===== src/rtl/hazard_ctrl.sv =====
// Pipeline hazard controller for the five-stage core.
// Latency: control outputs are combinational from state and inputs; stall_cnt is registered (1 cycle).
// Backpressure: data-memory wait freezes every stage; load-use inserts LU_CYCLES bubbles.
//
// Ports:
//   i_clk, i_rst_n                    core clock, synchronous active-low reset
//   i_idex_memread, i_idex_rd         load in ID/EX and its destination
//   i_ifid_rs/rt, i_ifid_rs/rt_used   IF/ID source specifiers and their use flags
//   i_ifid_memwrite                   IF/ID instruction is a store (rt = store data)
//   i_branch_taken                    branch resolved taken in ID
//   i_mem_req, i_mem_ready            EX/MEM memory access and its completion
//   i_stat_clr                        clear the stall counter
//   o_pc_write, o_ifid_write, o_idex_write, o_exmem_write   pipeline write enables
//   o_idex_bubble, o_ifid_flush       NOP injection into ID/EX and IF/ID
//   o_stall_cnt                       saturating count of cycles with pc_write=0
// Optional feature: define HAZARD_STORE_FWD_EN to skip stalls on store-data-only
// dependences (the datapath forwards MEM->MEM for those).

module hazard_ctrl #(
  parameter int REG_W     = 4,
  parameter int LU_CYCLES = 1,
  parameter int CNT_W     = 16
) (
  input  logic             i_clk,
  input  logic             i_rst_n,
  input  logic             i_idex_memread,
  input  logic [REG_W-1:0] i_idex_rd,
  input  logic [REG_W-1:0] i_ifid_rs,
  input  logic [REG_W-1:0] i_ifid_rt,
  input  logic             i_ifid_rs_used,
  input  logic             i_ifid_rt_used,
  input  logic             i_ifid_memwrite,
  input  logic             i_branch_taken,
  input  logic             i_mem_req,
  input  logic             i_mem_ready,
  input  logic             i_stat_clr,
  output logic             o_pc_write,
  output logic             o_ifid_write,
  output logic             o_idex_write,
  output logic             o_exmem_write,
  output logic             o_idex_bubble,
  output logic             o_ifid_flush,
  output logic [CNT_W-1:0] o_stall_cnt
);

  localparam int LU_W = $clog2(LU_CYCLES) + 1;
  // Remaining stall cycles after the first one, which is spent in RUN.
  localparam logic [LU_W-1:0] LU_INIT = (LU_CYCLES > 1) ? LU_W'(LU_CYCLES - 2) : '0;

  typedef enum logic [1:0] {
    ST_RUN      = 2'd0,
    ST_LU_STALL = 2'd1,
    ST_MEM_WAIT = 2'd2
  } state_t;

  state_t           r_state;
  logic             r_ret_lu;     // state to resume after MEM_WAIT: 1 = LU_STALL, 0 = RUN
  logic [LU_W-1:0]  r_lu_cnt;
  logic [CNT_W-1:0] r_stall_cnt;

  logic w_rt_chk;
  logic w_lu_hit;
  logic w_mem_wait;
  logic w_eff_lu;
  logic w_lu_stall;

`ifdef HAZARD_STORE_FWD_EN
  assign w_rt_chk = !i_ifid_memwrite;
`else
  logic w_unused_memwrite;
  assign w_unused_memwrite = i_ifid_memwrite;
  assign w_rt_chk = 1'b1;
`endif

  assign w_lu_hit = i_idex_memread && (i_idex_rd != '0) &&
                    ((i_ifid_rs_used && (i_idex_rd == i_ifid_rs)) ||
                     (i_ifid_rt_used && (i_idex_rd == i_ifid_rt) && w_rt_chk));

  assign w_mem_wait = i_mem_req && !i_mem_ready;

  // Once the freeze lifts, MEM_WAIT behaves exactly like the state it interrupted.
  assign w_eff_lu   = (r_state == ST_LU_STALL) || ((r_state == ST_MEM_WAIT) && r_ret_lu);
  assign w_lu_stall = !w_mem_wait && (w_eff_lu || w_lu_hit);

  always_comb begin
    o_pc_write    = 1'b1;
    o_ifid_write  = 1'b1;
    o_idex_write  = 1'b1;
    o_exmem_write = 1'b1;
    o_idex_bubble = 1'b0;
    o_ifid_flush  = 1'b0;
    if (w_mem_wait) begin
      o_pc_write    = 1'b0;
      o_ifid_write  = 1'b0;
      o_idex_write  = 1'b0;
      o_exmem_write = 1'b0;
    end else if (w_lu_stall) begin
      // A concurrent taken branch is dropped; it re-resolves after the stall.
      o_pc_write    = 1'b0;
      o_ifid_write  = 1'b0;
      o_idex_bubble = 1'b1;
    end else if (i_branch_taken) begin
      o_ifid_flush  = 1'b1;
    end
  end

  always_ff @(posedge i_clk) begin
    if (!i_rst_n) begin
      r_state  <= ST_RUN;
      r_ret_lu <= 1'b0;
      r_lu_cnt <= '0;
    end else if (w_mem_wait) begin
      r_state <= ST_MEM_WAIT;
      // Only capture on entry; consecutive wait cycles keep the original return state.
      if (r_state != ST_MEM_WAIT) begin
        r_ret_lu <= (r_state == ST_LU_STALL);
      end
    end else if (w_eff_lu) begin
      if (r_lu_cnt == '0) begin
        r_state <= ST_RUN;
      end else begin
        r_state  <= ST_LU_STALL;
        r_lu_cnt <= r_lu_cnt - 1'b1;
      end
    end else if (w_lu_hit && (LU_CYCLES > 1)) begin
      r_state  <= ST_LU_STALL;
      r_lu_cnt <= LU_INIT;
    end else begin
      r_state <= ST_RUN;
    end
  end

  always_ff @(posedge i_clk) begin
    if (!i_rst_n) begin
      r_stall_cnt <= '0;
    end else if (i_stat_clr) begin
      r_stall_cnt <= '0;
    end else if (!o_pc_write && (r_stall_cnt != '1)) begin
      r_stall_cnt <= r_stall_cnt + 1'b1;
    end
  end

  assign o_stall_cnt = r_stall_cnt;

endmodule


===== config.mk =====
export PLATFORM = sky130hd
export DESIGN_NAME = hazard_ctrl
export DESIGN_NICKNAME = d
export VERILOG_FILES = /design/src/rtl/hazard_ctrl.sv
export SDC_FILE = /design/constraint.sdc
export NUM_CORES = 1
export LEC_CHECK = 0
export BUFFER_PORTS_ARGS = -buffer_cell sky130_fd_sc_hd__buf_4
export CELL_PAD_IN_SITES_DETAIL_PLACEMENT = 0
export CELL_PAD_IN_SITES_GLOBAL_PLACEMENT = 1
export CORE_ASPECT_RATIO = 1.1
export CORE_MARGIN = 2
export CORE_UTILIZATION = 33
export CTS_BUF_LIST = sky130_fd_sc_hd__clkbuf_16
export DETAILED_ROUTE_END_ITERATION = 12
export HOLD_SLACK_MARGIN = 0.03
export MAX_ROUTING_LAYER = met4
export PLACE_DENSITY = 0.83
export SYNTH_ARGS = -nofsm -noshare
export SYNTH_HDL_FRONTEND = slang
export SYNTH_SLANG_ARGS = --single-unit

===== constraint.sdc =====
create_clock -name i_clk -period 2.71 [get_ports i_clk]
set_input_delay 0.4065 -clock i_clk [delete_from_list [all_inputs] [get_ports i_clk]]
set_output_delay 0.4065 -clock i_clk [all_outputs]
set_load 0.05 [all_outputs]

==> flow_summary.ini, run 1 <==
[cells_and_area]
layout-drive-gt1-share_pct = 37.3
final_nets = 190
postLayoutCellArea_sq_um = 1430
largest_reg_flops = 16
diodes = 0
area_growth_pct = 40.4

[clocking]
cts_hold_buf = 0
clk_latency_ns = 0.24
cts_buffers = 3
clock_path_buffers = 2
path_clk_slew_ns = 0.05
cts-htree-levels = 1
cts_tree = done
postCtsResizedCells = 0
post_cts_buffers = 0
root_buffer = clkbuf_16
numClockSinks = 16

[synthesis]
yosys.area.top_type = dfxtp_1
synth-seq-area-share_pct = 31.5
synth_seq_cells = 16
ys_types = 35
synth_flop_cell = dfxtp_1
yosysTopAreaCellShare_pct = 31.5
postSynthAreaPerCell_sq_um = 8.26
syn_inst = 123
ys_async_sr_fraction_pct = 0
synth_edf_count = 0
yosysWarningCount = 0
syn_nets = 146
netlist_area_sq_um = 1020
ys_top_cells_by_area = dfxtp_1, nand3_1, xor2_1, a21oi_1, or3_2

[setup_path]
worst_path_max_delay_cell = o41a_1
crit_path_frequent_cell = buf_4
criticalPathCategory = in -> out
rr_worst_depth = 8
slowest_delay_ns = 0.43
arrival_ns = 1.96
reg2reg_to = o_stall_cnt[4]
end_kind = output port
crit_path_start_kind = input pin
cp_cell_sequence = buf_4 -> o41a_1 -> nand3_1 -> nor4_4 -> or3_4 -> inv_2 -> and2_1 -> buf_4
crit_required_ns = 2.30
crit_fanout = 4
rr_startpoint = o_stall_cnt[0]
ff2ff_setup_slack_ns = 0.66

[sta]
fin_crit_ns = 2.37
worst_slack_ns = 0.345
period_share_pct = 87.3
rsz0062_at_grt = no
whs_ns = 0.482
slew_violations = 0
relSlewSlack_pct = 30.3
timing.setup.tns_ns = 0
max_freq_mhz = 423
finalHoldViolCount = 0
setup_violations = 0
fin_skew_ns = 0.00307
tightest_slew_ns = 1.04

[global_route]
first_global_vias = 1026
busiest_layer = met2
antenna_found_initial = 0
met1_usage_pct = 16.9
grt_max_degree = 20
track_usage_pct = 14.9
overflow = 0
met3_usage_pct = 2.29
grt_pass1_wl_um = 4200
grtUsageMet2_pct = 25.0

[run]
maxCapViolCount = 0

[route]
viasPerCell = 5.35
vias = 1070
first_pass_iters = 4
drtIter0Drc = 30
ant_nets = 0
drcViolationCount = 0
postRouteWirelength_um = 2470
avgRoutedWirePerCell_um = 12.3

[min_path]
holdPathEnd = o_stall_cnt[15]
hold_path.class = reg -> reg
whs_path_depth = 2
worstHoldStart = o_stall_cnt[15]

[pwr]
power_uw = 625
power_frac_clock_pct = 46.0
ir_drop_v = 0.000376
power_density_nw_per_um2 = 438
p_sw_uw = 152
p_leak_uw = 0.000549
switching_share_pct = 24.3
seq_power_share_pct = 38.1
intPower_uw = 473
combPwrFrac_pct = 15.9

[die]
num_io_pins = 44
fp.dieH_um = 62.2
die_w_um = 56.9
die-area_sq_um = 3540
core_sq_um = 3000
start_util_pct = 33.9
rows = 21

[placed_design]
place_ws_ns = 0.196
io_buffers = 42
placed_area_sq_um = 1350
place_hpwl_um = 1930
gp_congestion = 0.711

[outcome]
outcome = completed
-- critical path, delay by kind of cell --
family	cells	cell delay, ns
simple gates	4	0.73
buf+inv	3	0.41
compound gates	1	0.43
-- how the worst max path moves through the flow --
stage,from,endpoint,slack [ns]
after floorplan,i_idex_rd[0],o_ifid_flush,0.23
after global placement,i_idex_rd[0],o_stall_cnt[3],0.23
after detailed placement,i_idex_rd[0],o_stall_cnt[4],0.20
after CTS,i_idex_rd[0],o_ifid_flush,0.33
after global routing,i_idex_rd[0],o_ifid_flush,0.23
final,i_idex_rd[0],o_ifid_flush,0.34
-- layout by cell type (no fill, tap or decap) --
cell type,instances
nor2b_1,2
ha_1,1
or3_2,7
or3_4,1
xnor2_1,2
o311a_1,1
nor4_1,3
inv_2,1
or3_1,1
o41a_1,1
or4_1,3
a21oi_1,11
nor2_1,9
nand2_1,8
clkbuf_16,3
dfxtp_1,16
o31ai_2,1
o21ai_0,10
o21ai_1,1
clkinv_1,1
nand4_2,1
xor2_1,7
nor4_4,2
and2_1,1
o31ai_1,2
nand3_1,14
and3_1,2
nor3_1,1
buf_4,44
mux2i_1,1
nand2b_1,2
or2_4,1
a41o_1,1
or4_4,1
inv_1,3
-- final cells by class --
cell class              count  area, sq um
flip-flops and latches     16          320
multi-input cells          98          639
fillers                   308         1570
inverters                   4         15.0
clock buffers               3         75.1
well taps                  34         42.5
repair buffers             44          330
clock inverters             1         3.75
-- per-layer routing --
layer,up-vias,wire length (um)
met5,-,0
met4,0,29
met3,2,120
met2,32,1270
met1,498,1040
li1,538,-
-- cells in the mapped netlist, drive strengths merged (2+ instances only) --
master / instances
nor4: 5
and3: 2
nand2b: 2
xor2: 7
or3: 9
buf: 4
nand3: 14
nand2: 8
o21ai: 11
o31ai: 3
a21oi: 11
or4: 4
nor2b: 2
dfxtp: 16
xnor2: 2
nor2: 9
inv: 4
-- power by group through the flow --
stage / Sequential, uW / Combinational (uW) / Clock (uW)
6_report: 238 / 99.5 / 287
5_1_grt: 238 / 107 / 308
4_1_cts: 238 / 101 / 292
3_5_place_dp: 243 / 101 / 0
3_3_place_gp: 243 / 97.7 / 0
2_1_floorplan: 245 / 61.4 / 0
-- stage by stage --
stage | util [%] | std cells
after detailed placement | 45.0 | 196
after global routing | 47.6 | 200
final | 47.6 | 200
after floorplan | - | 123
after CTS | 47.6 | 200
after global placement | 45.0 | 196
-- kinds of logic (layout without fill, tap and decap cells) --
logic type / Yosys count / count (layout) / share of synthesized area, %
compound gates: 28 / 28 / 16.6
mux: 1 / 1 / 0.985
xor+xnor: 9 / 9 / 7.76
flops: 16 / 16 / 31.5
fa+ha+maj: 1 / 1 / 1.23
simple gates: 59 / 59 / 36.3
buf+inv: 9 / 52 / 5.54
(Power assumes the default switching activity.)
==> run 2, diff against run 1 <==
ABC_AREA = 1   (was default)
BUFFER_PORTS_ARGS = default   (was -buffer_cell sky130_fd_sc_hd__buf_4)
CORE_UTILIZATION = 40   (was 33)
DONT_BUFFER_PORTS = 1   (was default)
PLACE_DENSITY = 0.8   (was 0.83)
==> run 2 against run 1 <==
Net effect:
- area after synthesis rose by 15%
- clock power fell by 3%
- first-iteration DRC count rose by 20%
- clock-buffer cell count did not move
- global-route usage rose by 2.1 points
- critical endpoint is now o_ifid_write
==> flow_summary.ini, run 2 <==
[outcome]
outcome = completed

[cells_and_area]
layout-drive-gt1-share_pct = 14.6
diodes = 0
most-common-layout-cells = nand2_1, nor2_1, inv_1
fillers = 299
final_nets = 238
final_common_cell = nand2_1
largest_reg_flops = 16
area_growth_pct = 19.4
postLayoutCellArea_sq_um = 1390
final_cells = 246

[synthesis]
syn_inst = 197
post-synth-top-count-cell = nand2_1
synth_flop_cell = dfxtp_1
ys_types = 23
synth-seq-area-share_pct = 27.4
synth_commonest_cells = nand2_1, nor2_1, inv_1
yosys.area.top_type = dfxtp_1
yosysWarningCount = 0
yosysTopAreaCellShare_pct = 27.4
postSynthAreaPerCell_sq_um = 5.93
syn_nets = 220
ys_top_cells_by_area = dfxtp_1, nand2_1, nor2_1, inv_1, nand3_1
synth_edf_count = 0
ys_async_sr_fraction_pct = 0
netlist_area_sq_um = 1170
synth_seq_cells = 16

[setup_path]
crit_path_start_kind = input pin
crit_fanout = 33
slowest_delay_ns = 0.27
crit_family = simple AND/OR/NAND/NOR gates
worst_path_max_delay_cell = nand2_4
critPathBufInv = 3
cp_cell_sequence = inv_1 -> nand2_1 -> nand2_1 -> nor2_1 -> nand3_1 -> nand2_1 -> nand2_2 -> nand2_4 -> inv_1 -> buf_12
criticalPathCategory = in -> out
crit_path_frequent_cell = nand2_1
crit_required_ns = 2.30
end_kind = output port
arrival_ns = 1.51

[route]
avgRoutedWirePerCell_um = 10.5
ant_nets = 0
viasPerCell = 4.94
first_pass_iters = 4
drcViolationCount = 0
postRouteWirelength_um = 2590
drtIter0Drc = 36
routed.top_layer = met4
wl_met3_um = 180
wl_met2_um = 1360
vias = 1215
met1_length_um = 1030

[clocking]
clock_path_buffers = 2
cts_buffers = 3
cts_tree = done
root_buffer = clkbuf_16
cts_hold_buf = 0
post_cts_buffers = 0
path_clk_slew_ns = 0.05
numClockSinks = 16
cts-htree-levels = 1
clk_latency_ns = 0.24
postCtsResizedCells = 0

[pwr]
ir_drop_v = 0.000306
p_leak_uw = 0.000683
power_density_nw_per_um2 = 429

[die]
fp.dieH_um = 60.7
core_sq_um = 2780
die_w_um = 55.5
start_util_pct = 42.0
die-area_sq_um = 3370
rows = 20
num_io_pins = 44

[sta]
rsz0062_at_grt = no
setup_violations = 0
tightest_slew_ns = 0.578
max_freq_mhz = 523
fin_skew_ns = 0.00210
relSlewSlack_pct = 61.4
timing.setup.tns_ns = 0
fin_crit_ns = 1.91
finalHoldViolCount = 0
period_share_pct = 70.6
whs_ns = 0.520
worst_slack_ns = 0.798
slew_violations = 0

[placed_design]
gp_congestion = 0.768
place_hpwl_um = 2010
placed_area_sq_um = 1320
dp.cells = 243
place_ws_ns = 0.799
io_buffers = 0

[global_route]
grt_pass1_wl_um = 4460
first_global_vias = 1148
grt_max_degree = 34
antenna_found_initial = 0
overflow = 0
track_usage_pct = 17.0

[min_path]
hold_path.class = in -> reg

[run]
maxCapViolCount = 0
run 2: cell types whose count changed in the layout (fill, tap and decap cells not counted), moves of 3 or more:
cell	change
nand2_1	+42
nor2_1	+31
nand3b_1	+3
or3_2	-7
inv_1	+27
xor2_1	-7
nand3_1	+8
or4_1	-3
o21ai_0	-9
a21oi_1	+5
buf_4	-26
nor4_1	-3
run 2: report_power, final:
part | switching, uW | total (uW) | internal, uW | leakage, uW
clock network | 85.6 | 279 | 193 | 0.0000370
registers | 0.623 | 238 | 237 | 0.000129
logic | 57.1 | 81.8 | 24.7 | 0.000517
total | 143 | 598 | 455 | 0.000683
run 2: path summary, 6_finish.rpt:
kind	startpoint	endpoint	slack, ns	cells past startpoint
worst max-delay path	i_idex_rd[0]	o_ifid_write	0.80	10
worst min-delay path	i_stat_clr	o_stall_cnt[6]	0.52	4
worst min register to register	o_stall_cnt[1]	o_stall_cnt[1]	0.53	2
worst max register to register	o_stall_cnt[15]	o_stall_cnt[15]	0.91	7
run 2: per-stage QoR:
| stage | utilization (%) | power [uW] |
|---|---|---|
| 2_1_floorplan | - | 313 |
| 4_1_cts | 50.2 | 608 |
| 6_report | 50.2 | 598 |
| 3_5_place_dp | 47.5 | 324 |
| 5_1_grt | 50.2 | 630 |
| 3_3_place_gp | 47.5 | 322 |
run 2: tightest hold or removal path: stages:
cell,delay [ns]
nor2_1,0.02
buf_4,0.18
nand2_1,0.08
nor2_1,0.03
run 2: per-layer routing:
layer  vias to the layer above  track usage, %
li1                        645               -
met2                        35            33.3
met4                         0            8.01
met5                         -               -
met1                       533            15.7
met3                         2            4.26
run 2: cells by family after synthesis:
group | count (synthesis) | share of synthesized area (%)
flip-flops | 16 | 27.4
XOR/XNOR | 1 | 0.750
buffers and inverters | 37 | 13.8
AND/OR/NAND/NOR | 124 | 49.0
AO/OA/AOI/OAI | 18 | 7.93
adder cells (fa/ha/maj) | 1 | 1.07
run 2: layout make-up:
type | instances | area, sq um | area share, %
Multi-Input combinational cell | 144 | 686 | 49.2
Inverter | 31 | 116 | 8.35
Timing Repair Buffer | 19 | 155 | 11.1
Clock buffer | 3 | 75.1 | 5.39
Sequential cell | 16 | 320 | 23.0
Tap cell | 33 | 41.3 | 2.96
